`src/rtl/zbt_audio_pkg.sv`:
```
// Shared state encodings and sizing for the ZBT song transport sequencer.
package zbt_audio_pkg;

  localparam int unsigned ADDR_W_DFLT    = 19;
  localparam int unsigned SLOT_BITS_DFLT = 3;
  localparam int unsigned SLOT_W         = ADDR_W_DFLT - SLOT_BITS_DFLT;
  localparam int unsigned SAMP_PER_W     = 3;
  localparam int unsigned NUM_SONGS      = 16;
  localparam int unsigned SONG_W         = 4;

  typedef enum logic [2:0] {
    StIdle   = 3'd0,
    StPlay   = 3'd1,
    StRec    = 3'd2,
    StPaused = 3'd3,
    StDone   = 3'd4
  } state_e;

endpackage

```
`src/rtl/song_length_table.sv`:
```
// Recorded length (in words) of each song slot; async read, cleared by reset.
module song_length_table
  import zbt_audio_pkg::*;
#(
  parameter int unsigned WIDTH = SLOT_W
) (
  input  logic              clk,
  input  logic              reset,
  input  logic              i_we,
  input  logic [SONG_W-1:0] i_waddr,
  input  logic [WIDTH-1:0]  i_wdata,
  input  logic [SONG_W-1:0] i_raddr,
  output logic [WIDTH-1:0]  o_rdata
);

  logic [WIDTH-1:0] r_len [NUM_SONGS];

  always_ff @(posedge clk) begin
    if (reset) begin
      for (int unsigned i = 0; i < NUM_SONGS; i++) begin
        r_len[i] <= '0;
      end
    end else if (i_we) begin
      r_len[i_waddr] <= i_wdata;
    end
  end

  assign o_rdata = r_len[i_raddr];

endmodule

```
`src/rtl/zbt_song_transport_ctrl.sv`:
```
// Transport sequencer: maps start/stop/pause/record controls onto memory-processor
// control strobes and walks the per-slot ZBT word address on the selected bank.
module zbt_song_transport_ctrl
  import zbt_audio_pkg::*;
#(
  parameter int unsigned ADDR_W    = ADDR_W_DFLT,
  parameter int unsigned SLOT_BITS = SLOT_BITS_DFLT
) (
  input  logic              clk,
  input  logic              reset,
  input  logic              i_ready,
  input  logic              i_btn_start,
  input  logic              i_btn_stop,
  input  logic              i_btn_pause,
  input  logic              i_record_sw,
  input  logic [SONG_W-1:0] i_song_sel,
  output logic              o_start_song,
  output logic              o_record_mode,
  output logic [SONG_W-1:0] o_song_choice,
  output logic              o_pause_song,
  output logic              o_song_done,
  output logic [ADDR_W-1:0] o_addr0,
  output logic [ADDR_W-1:0] o_addr1,
  output logic [2:0]        o_state
);

  localparam int unsigned SW        = ADDR_W - SLOT_BITS;
  localparam logic [1:0]  SAMP_LAST = 2'(SAMP_PER_W - 1);

  state_e r_state, w_state_nxt;
  state_e r_origin, w_origin_nxt;

  logic              r_start_song, w_start_nxt;
  logic              r_record_mode, w_rec_nxt;
  logic [SONG_W-1:0] r_song_choice, w_choice_nxt;
  logic [1:0]        r_samp_cnt, w_samp_nxt;
  logic [SW-1:0]     r_word_idx, w_word_nxt;
  logic [ADDR_W-1:0] r_addr0, r_addr1, w_addr0_nxt, w_addr1_nxt, w_addr;

  logic              w_active, w_ev_stop, w_ev_start, w_count, w_wrap;
  logic              w_play_end, w_rec_full, w_at_end, w_finish;
  logic [SONG_W-1:0] w_len_raddr;
  logic              w_len_we;
  logic [SW-1:0]     w_len;

  song_length_table #(
    .WIDTH (SW)
  ) u_len_tbl (
    .clk     (clk),
    .reset   (reset),
    .i_we    (w_len_we),
    .i_waddr (r_song_choice),
    .i_wdata (r_word_idx),
    .i_raddr (w_len_raddr),
    .o_rdata (w_len)
  );

  // Event decode: stop beats start beats pause; a control event swallows a coincident sample.
  always_comb begin
    w_active    = (r_state == StPlay) || (r_state == StRec) || (r_state == StPaused);
    w_ev_stop   = i_btn_stop && w_active;
    w_ev_start  = i_btn_start && !w_ev_stop;
    w_count     = i_ready && !w_ev_stop && !w_ev_start &&
                  ((r_state == StPlay) || (r_state == StRec));
    w_wrap      = w_count && (r_samp_cnt == SAMP_LAST);
    w_len_raddr = w_ev_start ? i_song_sel : r_song_choice;
    w_play_end  = (r_word_idx + SW'(1)) == w_len;
    w_rec_full  = r_word_idx == {SW{1'b1}};
    w_at_end    = (r_state == StPlay) ? w_play_end : w_rec_full;
    w_finish    = w_wrap && w_at_end;
    w_len_we    = (w_ev_stop && ((r_state == StRec) ||
                                 ((r_state == StPaused) && (r_origin == StRec)))) ||
                  (w_finish && (r_state == StRec));
  end

  always_ff @(posedge clk) begin
    if (reset) begin
      r_state  <= StIdle;
      r_origin <= StPlay;
    end else begin
      r_state  <= w_state_nxt;
      r_origin <= w_origin_nxt;
    end
  end

  always_comb begin
    w_state_nxt  = r_state;
    w_origin_nxt = r_origin;
    if (w_ev_stop) begin
      w_state_nxt = StDone;
    end else if (w_ev_start) begin
      if (i_record_sw) begin
        w_state_nxt = StRec;
      end else begin
        w_state_nxt = (w_len == '0) ? StDone : StPlay;
      end
    end else begin
      if (i_btn_pause) begin
        case (r_state)
          StPlay, StRec: begin
            w_state_nxt  = StPaused;
            w_origin_nxt = r_state;
          end
          StPaused: w_state_nxt = r_origin;
          default: ;
        endcase
      end
      if (w_finish) begin
        w_state_nxt = StDone;
      end
    end
  end

  always_comb begin
    o_pause_song = (r_state == StPaused) || (r_state == StIdle);
    o_song_done  = (r_state == StDone) || (r_state == StIdle);
    o_state      = r_state;
  end

  // Datapath next values; the address is formed from the next slot/word so it lands
  // one cycle after the ready that wraps the sample counter.
  always_comb begin
    w_start_nxt  = w_ev_start;
    w_rec_nxt    = r_record_mode;
    w_choice_nxt = r_song_choice;
    w_samp_nxt   = r_samp_cnt;
    w_word_nxt   = r_word_idx;
    if (w_ev_start) begin
      w_rec_nxt    = i_record_sw;
      w_choice_nxt = i_song_sel;
      w_samp_nxt   = '0;
      w_word_nxt   = '0;
    end else if (w_count) begin
      w_samp_nxt = w_wrap ? 2'd0 : r_samp_cnt + 2'd1;
      if (w_wrap && !w_at_end) begin
        w_word_nxt = r_word_idx + SW'(1);
      end
    end
    w_addr      = {w_choice_nxt[SLOT_BITS-1:0], w_word_nxt};
    w_addr0_nxt = w_choice_nxt[SONG_W-1] ? '0 : w_addr;
    w_addr1_nxt = w_choice_nxt[SONG_W-1] ? w_addr : '0;
  end

  always_ff @(posedge clk) begin
    if (reset) begin
      r_start_song  <= 1'b0;
      r_record_mode <= 1'b0;
      r_song_choice <= '0;
      r_samp_cnt    <= '0;
      r_word_idx    <= '0;
      r_addr0       <= '0;
      r_addr1       <= '0;
    end else begin
      r_start_song  <= w_start_nxt;
      r_record_mode <= w_rec_nxt;
      r_song_choice <= w_choice_nxt;
      r_samp_cnt    <= w_samp_nxt;
      r_word_idx    <= w_word_nxt;
      r_addr0       <= w_addr0_nxt;
      r_addr1       <= w_addr1_nxt;
    end
  end

  assign o_start_song  = r_start_song;
  assign o_record_mode = r_record_mode;
  assign o_song_choice = r_song_choice;
  assign o_addr0       = r_addr0;
  assign o_addr1       = r_addr1;

endmodule

```
`config.mk`:
```
export PLATFORM = sky130hd
export DESIGN_NAME = zbt_song_transport_ctrl
export DESIGN_NICKNAME = d
export VERILOG_FILES = /design/src/rtl/zbt_audio_pkg.sv /design/src/rtl/song_length_table.sv /design/src/rtl/zbt_song_transport_ctrl.sv
export SDC_FILE = /design/constraint.sdc
export NUM_CORES = 1
export LEC_CHECK = 0
export CORE_ASPECT_RATIO = 1.2
export CORE_UTILIZATION = 24
export DETAILED_ROUTE_END_ITERATION = 8
export PLACE_DENSITY_LB_ADDON = 0.3
export SKIP_CTS_REPAIR_TIMING = 1
export SYNTH_ARGS = -nofsm -noshare
export SYNTH_HDL_FRONTEND = slang
export SYNTH_SLANG_ARGS = --single-unit
```
`constraint.sdc`:
```
create_clock -name clk -period 11.7 [get_ports clk]
set_clock_uncertainty 0.2 [all_clocks]
set_input_delay 2.34 -clock clk [delete_from_list [all_inputs] [get_ports clk]]
set_output_delay 2.34 -clock clk [all_outputs]
set_load 0.03 [all_outputs]
```
# Word-level counts from Yosys, hierarchy flattened

Memories as Yosys holds them, arrays and structs flattened.
Cells that the tools add are included.

Input bits: 11
Register bits: 68
Logic and storage cells: 80
Bits in writable memories: 256
Memories: 1
Output and inout port bits: 49

Memories:

| memory          | depth | width | read ports | clocked after Yosys merged registers in | write ports | line                    | RTL |
|---|---|---|---|---|---|---|---|
| u_len_tbl.r_len | 16    | 16    | 1          | 0                                       | 16          | song_length_table.sv:16 | `logic [WIDTH-1:0] r_len [NUM_SONGS];` |

Bitwise operators: 3
Add/sub/neg operators: 2
Reductions and logical operators: 35
Muxes and demuxes: 21
Equal/unequal tests: 8

Operators by type and width:

| operator                                                              | number |
|---|---|
| 16-bit 2-to-1 mux                                                     | 4 |
| 3-bit 2-to-1 mux                                                      | 6 |
| 16-bit by 1-bit adder with 16-bit output, second input constant       | 1 |
| 16-bit equality test                                                  | 1 |
| 16-bit equality test, second input constant                           | 1 |
| 16-bit logical NOT                                                    | 1 |
| 16-bit OR reduction                                                   | 1 |
| 1-bit logical AND                                                     | 11 |
| 2-bit OR reduction                                                    | 5 |
| 3-bit by 2-bit equality test with 1-bit output, second input constant | 3 |
| 4-bit 2-to-1 mux                                                      | 2 |
| 4-bit nonzero test                                                    | 2 |
| 1-bit 2-to-1 mux                                                      | 7 |
| 1-bit logical OR                                                      | 6 |
| 3-bit one-hot mux with 2 select lines                                 | 1 |
| 5-bit nonzero test                                                    | 1 |
| 2-bit AND reduction                                                   | 2 |
| 4-bit AND reduction                                                   | 1 |
| 3-bit by 1-bit equality test with 1-bit output, second input constant | 1 |
| 3-bit equality test, second input constant                            | 1 |
| 1-bit logical NOT                                                     | 3 |
| 3-bit logical NOT                                                     | 1 |
| 1-bit NOT                                                             | 3 |
| 3-bit nonzero test                                                    | 1 |
| 3 further kinds                                                       | 3 |

# Longest topological paths before layout

Depth after elaboration: 18
Mapped depth: 20
Mapped depth without buffers: 13

# Modules after synthesis

Synthesis repeated with hierarchy kept, for this count alone.

Cell total of the unflattened synthesis: 1063
Area total of the unflattened synthesis: 14654.1 sq um

By module, submodules not included:

| module                  | sequential area each (sq um) | area an instance (sq um) | cells an instance | times used |
|---|---|---|---|---|
| song_length_table       | 7687.4                       | 11533.6                  | 722               | 1 |
| zbt_song_transport_ctrl | 1361.3                       | 3120.5                   | 341               | 1 |

# Worst setup path before layout

Ideal clock, no wire load.

Path kind: input-to-reg
Start point: input i_btn_start
End point: memory u_len_tbl.r_len[11][0] in the netlist's numbering (enable)
Setup slack: 4946 ps
Stages: 17
Required time: 11108 ps
Setup time: 392 ps
Arrival: 6162 ps
Buffers on the path: 5
Cells stage by stage: buf_2 > nand2_1 > a21oi_1 > clkbuf_1 > a211oi_1 > a211oi_1 > nor4_1 > or4_1 > xnor2_1 > a2111oi_2 > and3_1 > a21oi_2 > nor2b_4 > buf_6 > buf_6 > buf_2 > o21bai_1

RTL lines:

| element     | line                          | RTL |
|---|---|---|
| from (decl) | zbt_song_transport_ctrl.sv:12 | `input logic i_btn_start,` |
| to (decl)   | song_length_table.sv:16       |  |

==> flow_metrics.env <==
export IMPL_status="finished clean"
export IMPL_worst_slew_pin_slew_ns=1.27
export IMPL_p_per_area_mw_per_mm2=145
export IMPL_min_period_ns=8.36
export IMPL_max_slew_margin=0.129
export IMPL_grt_max_degree=213
export IMPL_numCtsBuffers=38
export IMPL_dr_first_iter_drc_count=1655
export IMPL_netlist_instances=1765
export IMPL_tns_ns=0
export IMPL_ant_nets=0
export IMPL_crit_fanout=87
export IMPL_crit_path_end_kind="flop"
export IMPL_grt_overflow_total=0
export IMPL_cp_arrival_ns=8.44
export IMPL_syn_area_per_cell_um2=10.1
export IMPL_synthFlopType="edfxtp_1"
export IMPL_clk_pin_slew_ns=0.06
export IMPL_maxSlewViolCount=0
export IMPL_cts_tree="yes"
export IMPL_synth_top_family_by_area="simple AND/OR/NAND/NOR gates"
export IMPL_die_x_um=251
export IMPL_htreeDepth=2
export IMPL_routed_wl_mm=68.7
export IMPL_r2r_start="o_state[0]"
export IMPL_grt_pass1_vias=15219
export IMPL_final_cell_mix="256 x edfxtp_1, 204 x nor4_1, 185 x nand2_1, 116 x nor2_1, 83 x nand3_1"
export IMPL_stdcell_count=2693
export IMPL_synth_area_leaders="edfxtp_1 43%, dfxtp_1 7.6%, nor4_1 7.1%, mux2i_1 4.3%, nand2_1 3.9%"
export IMPL_final_area_mm2=0.0206
export IMPL_fmax_mhz=120
export IMPL_die_y_um=301
export IMPL_core_area_mm2=0.0736
export IMPL_grt_util_all_layers=0.179
export IMPL_crit_type="input port to flop"
export IMPL_synth_fa_ha_area_frac=0.000700
export IMPL_ir_worst_vdd_mv=0.0903
export IMPL_vias_per_cell=5.71
export IMPL_holdPathEnd="r_origin[2]"
export IMPL_initial_core_util=0.243
export IMPL_start_kind="input port"
export IMPL_synth_compound_area_frac=0.113
export IMPL_whs_ns=0.291
export IMPL_port_buffers=59
export IMPL_finalHoldViolCount=0
export IMPL_synth_seq_cells=324
export IMPL_synth_top_cell_area_share=0.430
export IMPL_place_area_mm2=0.0193
export IMPL_clk_path_buf_depth=3
export IMPL_num_vias=15370
export IMPL_hpwl_mm=42.4
export IMPL_setup_viol=0
export IMPL_leakage_uw=0.00603
export IMPL_wl_per_cell_um=25.5
export IMPL_max_stage_delay_ns=0.79
export IMPL_synth_xor_area_share=0.0206
export IMPL_synthMuxAreaShare=0.0596
export IMPL_multi_input_area_mm2=0.00794
export IMPL_synthSimpleGateAreaFrac=0.244
export IMPL_die_area_mm2=0.0756
export IMPL_fillers=7636
export IMPL_hold_path_depth=2
export IMPL_period_share=0.714
export IMPL_synth_edf_count=256
export IMPL_cp_required_ns=11.78
export IMPL_drc=0
export IMPL_min_path_type="flop to flop"
export IMPL_synthDistinctLibCells=77
export IMPL_yosys_warnings=0
export IMPL_reg2regPathDepth=16
export IMPL_num_rows=109
export IMPL_num_nets_final=1731
export IMPL_gp_congestion=0.939
export IMPL_grt_pass1_wl_mm=101
export IMPL_r2r_end="u_len_tbl.r_len[6][3]"
export IMPL_mostFrequentLayoutCell="edfxtp_1"
export IMPL_numPlacedInstances=2622
export IMPL_synthesis_area_mm2=0.0179
export IMPL_yosysTopAreaCell="edfxtp_1"
export IMPL_cts_root_buf="clkbuf_16"
export IMPL_cts_sinks=324
export IMPL_async_flop_share=0
export IMPL_ios=60
export IMPL_first_pass_iters=5
export IMPL_drv_cap=0
export IMPL_syn_nets=1777
export IMPL_ff2ff_setup_slack_ns=4.81
export IMPL_crit_path_frequent_cell="buf_4"
export IMPL_grt_antenna_before_repair=1
export IMPL_register_area_mm2=0.00905
export IMPL_finish_utilization=0.279
export IMPL_synthToLayoutAreaGrowth_pct=15.1
export IMPL_rsz0062_at_grt="no"
export IMPL_cp_slowest_cell="nor4_1"
export IMPL_hold_path_startpoint="r_origin[2]"
export IMPL_path_cells="clkdlybuf4s50_1 -> o21ai_4 -> o21ai_4 -> buf_12 -> mux2_2 -> o221ai_1 -> o22ai_1 -> nor4_1 -> xnor2_1 -> o2111a_1 -> and3_1 -> a21oi_2 -> nor2b_4 -> buf_4 -> buf_4 -> o21bai_2 -> buf_4"
export IMPL_drive_gt1_frac=0.127
export IMPL_critPathLaunch="i_btn_stop"
export IMPL_clock_latency_ns=0.58
export IMPL_seq_area_frac_synth=0.506
[per-stage QoR]
step	power, uW	setup WS (ns)
finish	2980	3.34
global route	3060	3.14
CTS	2980	3.44
detailed placement	1780	2.88
global placement	1770	2.92
floorplan	1610	4.95
[cell usage after synthesis, types with 6 or more instances]
| cell type | count |
|---|---|
| a2111oi_0 | 10 |
| a211o_1 | 6 |
| a211oi_1 | 50 |
| a21oi_1 | 54 |
| a221oi_1 | 6 |
| a31oi_1 | 15 |
| and2_1 | 14 |
| and3_1 | 6 |
| buf_2 | 37 |
| buf_4 | 11 |
| buf_6 | 9 |
| clkbuf_1 | 137 |
| dfxtp_1 | 68 |
| edfxtp_1 | 256 |
| inv_1 | 28 |
| mux2_2 | 13 |
| mux2i_1 | 77 |
| mux4_2 | 6 |
| nand2_1 | 185 |
| nand2b_1 | 8 |
| nand3_1 | 83 |
| nand4_1 | 11 |
| nor2_1 | 118 |
| nor2b_1 | 28 |
| nor3_1 | 44 |
| nor4_1 | 204 |
| nor4_2 | 50 |
| o211ai_1 | 10 |
| o21ai_0 | 35 |
| o21bai_1 | 16 |
| o221ai_1 | 8 |
| o22ai_1 | 32 |
| o31ai_1 | 15 |
| or3_1 | 9 |
| or4_1 | 6 |
| xnor2_1 | 17 |
| xor2_1 | 25 |
[worst max-delay path by stage]
stage	slack, ns	to	cells past startpoint
after floorplan	4.95	u_len_tbl.r_len[11][0]	17
final	3.34	u_len_tbl.r_len[6][3]	17
after detailed placement	2.88	u_len_tbl.r_len[6][4]	17
after global routing	3.14	u_len_tbl.r_len[6][3]	17
after global placement	2.92	u_len_tbl.r_len[6][4]	17
after CTS	3.44	u_len_tbl.r_len[6][3]	17
[cell type report]
class / instances / share of cell area
Inverter: 31 / 0.00578
Sequential cell: 324 / 0.440
Clock buffer: 54 / 0.0511
Clock inverter: 15 / 0.00930
Timing Repair Buffer: 112 / 0.0502
Multi-Input combinational cell: 1212 / 0.386
Antenna cell: 2 / 0.000243
Tap cell: 943 / 0.0573
[registers in the layout (all words and copies together), names as in the netlist]
| signal | flops |
|---|---|
| r_samp_cnt | 2 |
| r_origin | 3 |
| o_addr0 | 19 |
| o_state | 3 |
| o_start_song | 1 |
| o_record_mode | 1 |
| u_len_tbl.r_len | 256 |
| r_word_idx | 16 |
| o_song_choice | 4 |
| o_addr1 | 19 |
[kinds of logic after synthesis]
logic type,Yosys count
simple gates,783
flops,324
compound gates,289
buf+inv,229
mux,97
xor+xnor,42
fa+ha+maj,1
[where the power goes]
part / switching, uW / total [uW] / internal [uW]
Clock: 501 / 1220 / 717
Sequential: 30.4 / 1320 / 1290
Combinational: 325 / 445 / 121
Total: 856 / 2980 / 2120
[layer usage]
metal / routed length, um / global-route usage
met4: 3670 / 0.0979
met2: 32800 / 0.298
met3: 5500 / 0.0309
met1: 26700 / 0.220
met5: 13 / 0
[worst max-delay path, delay by kind of cell]
kind | cells | cell delay, ns
AO/OA/AOI/OAI | 7 | 1.32
AND/OR/NAND/NOR | 3 | 1.77
multiplexers | 1 | 0.55
XOR/XNOR | 1 | 0.25
buffers and inverters | 5 | 2.11
(Power assumes the default switching activity.)
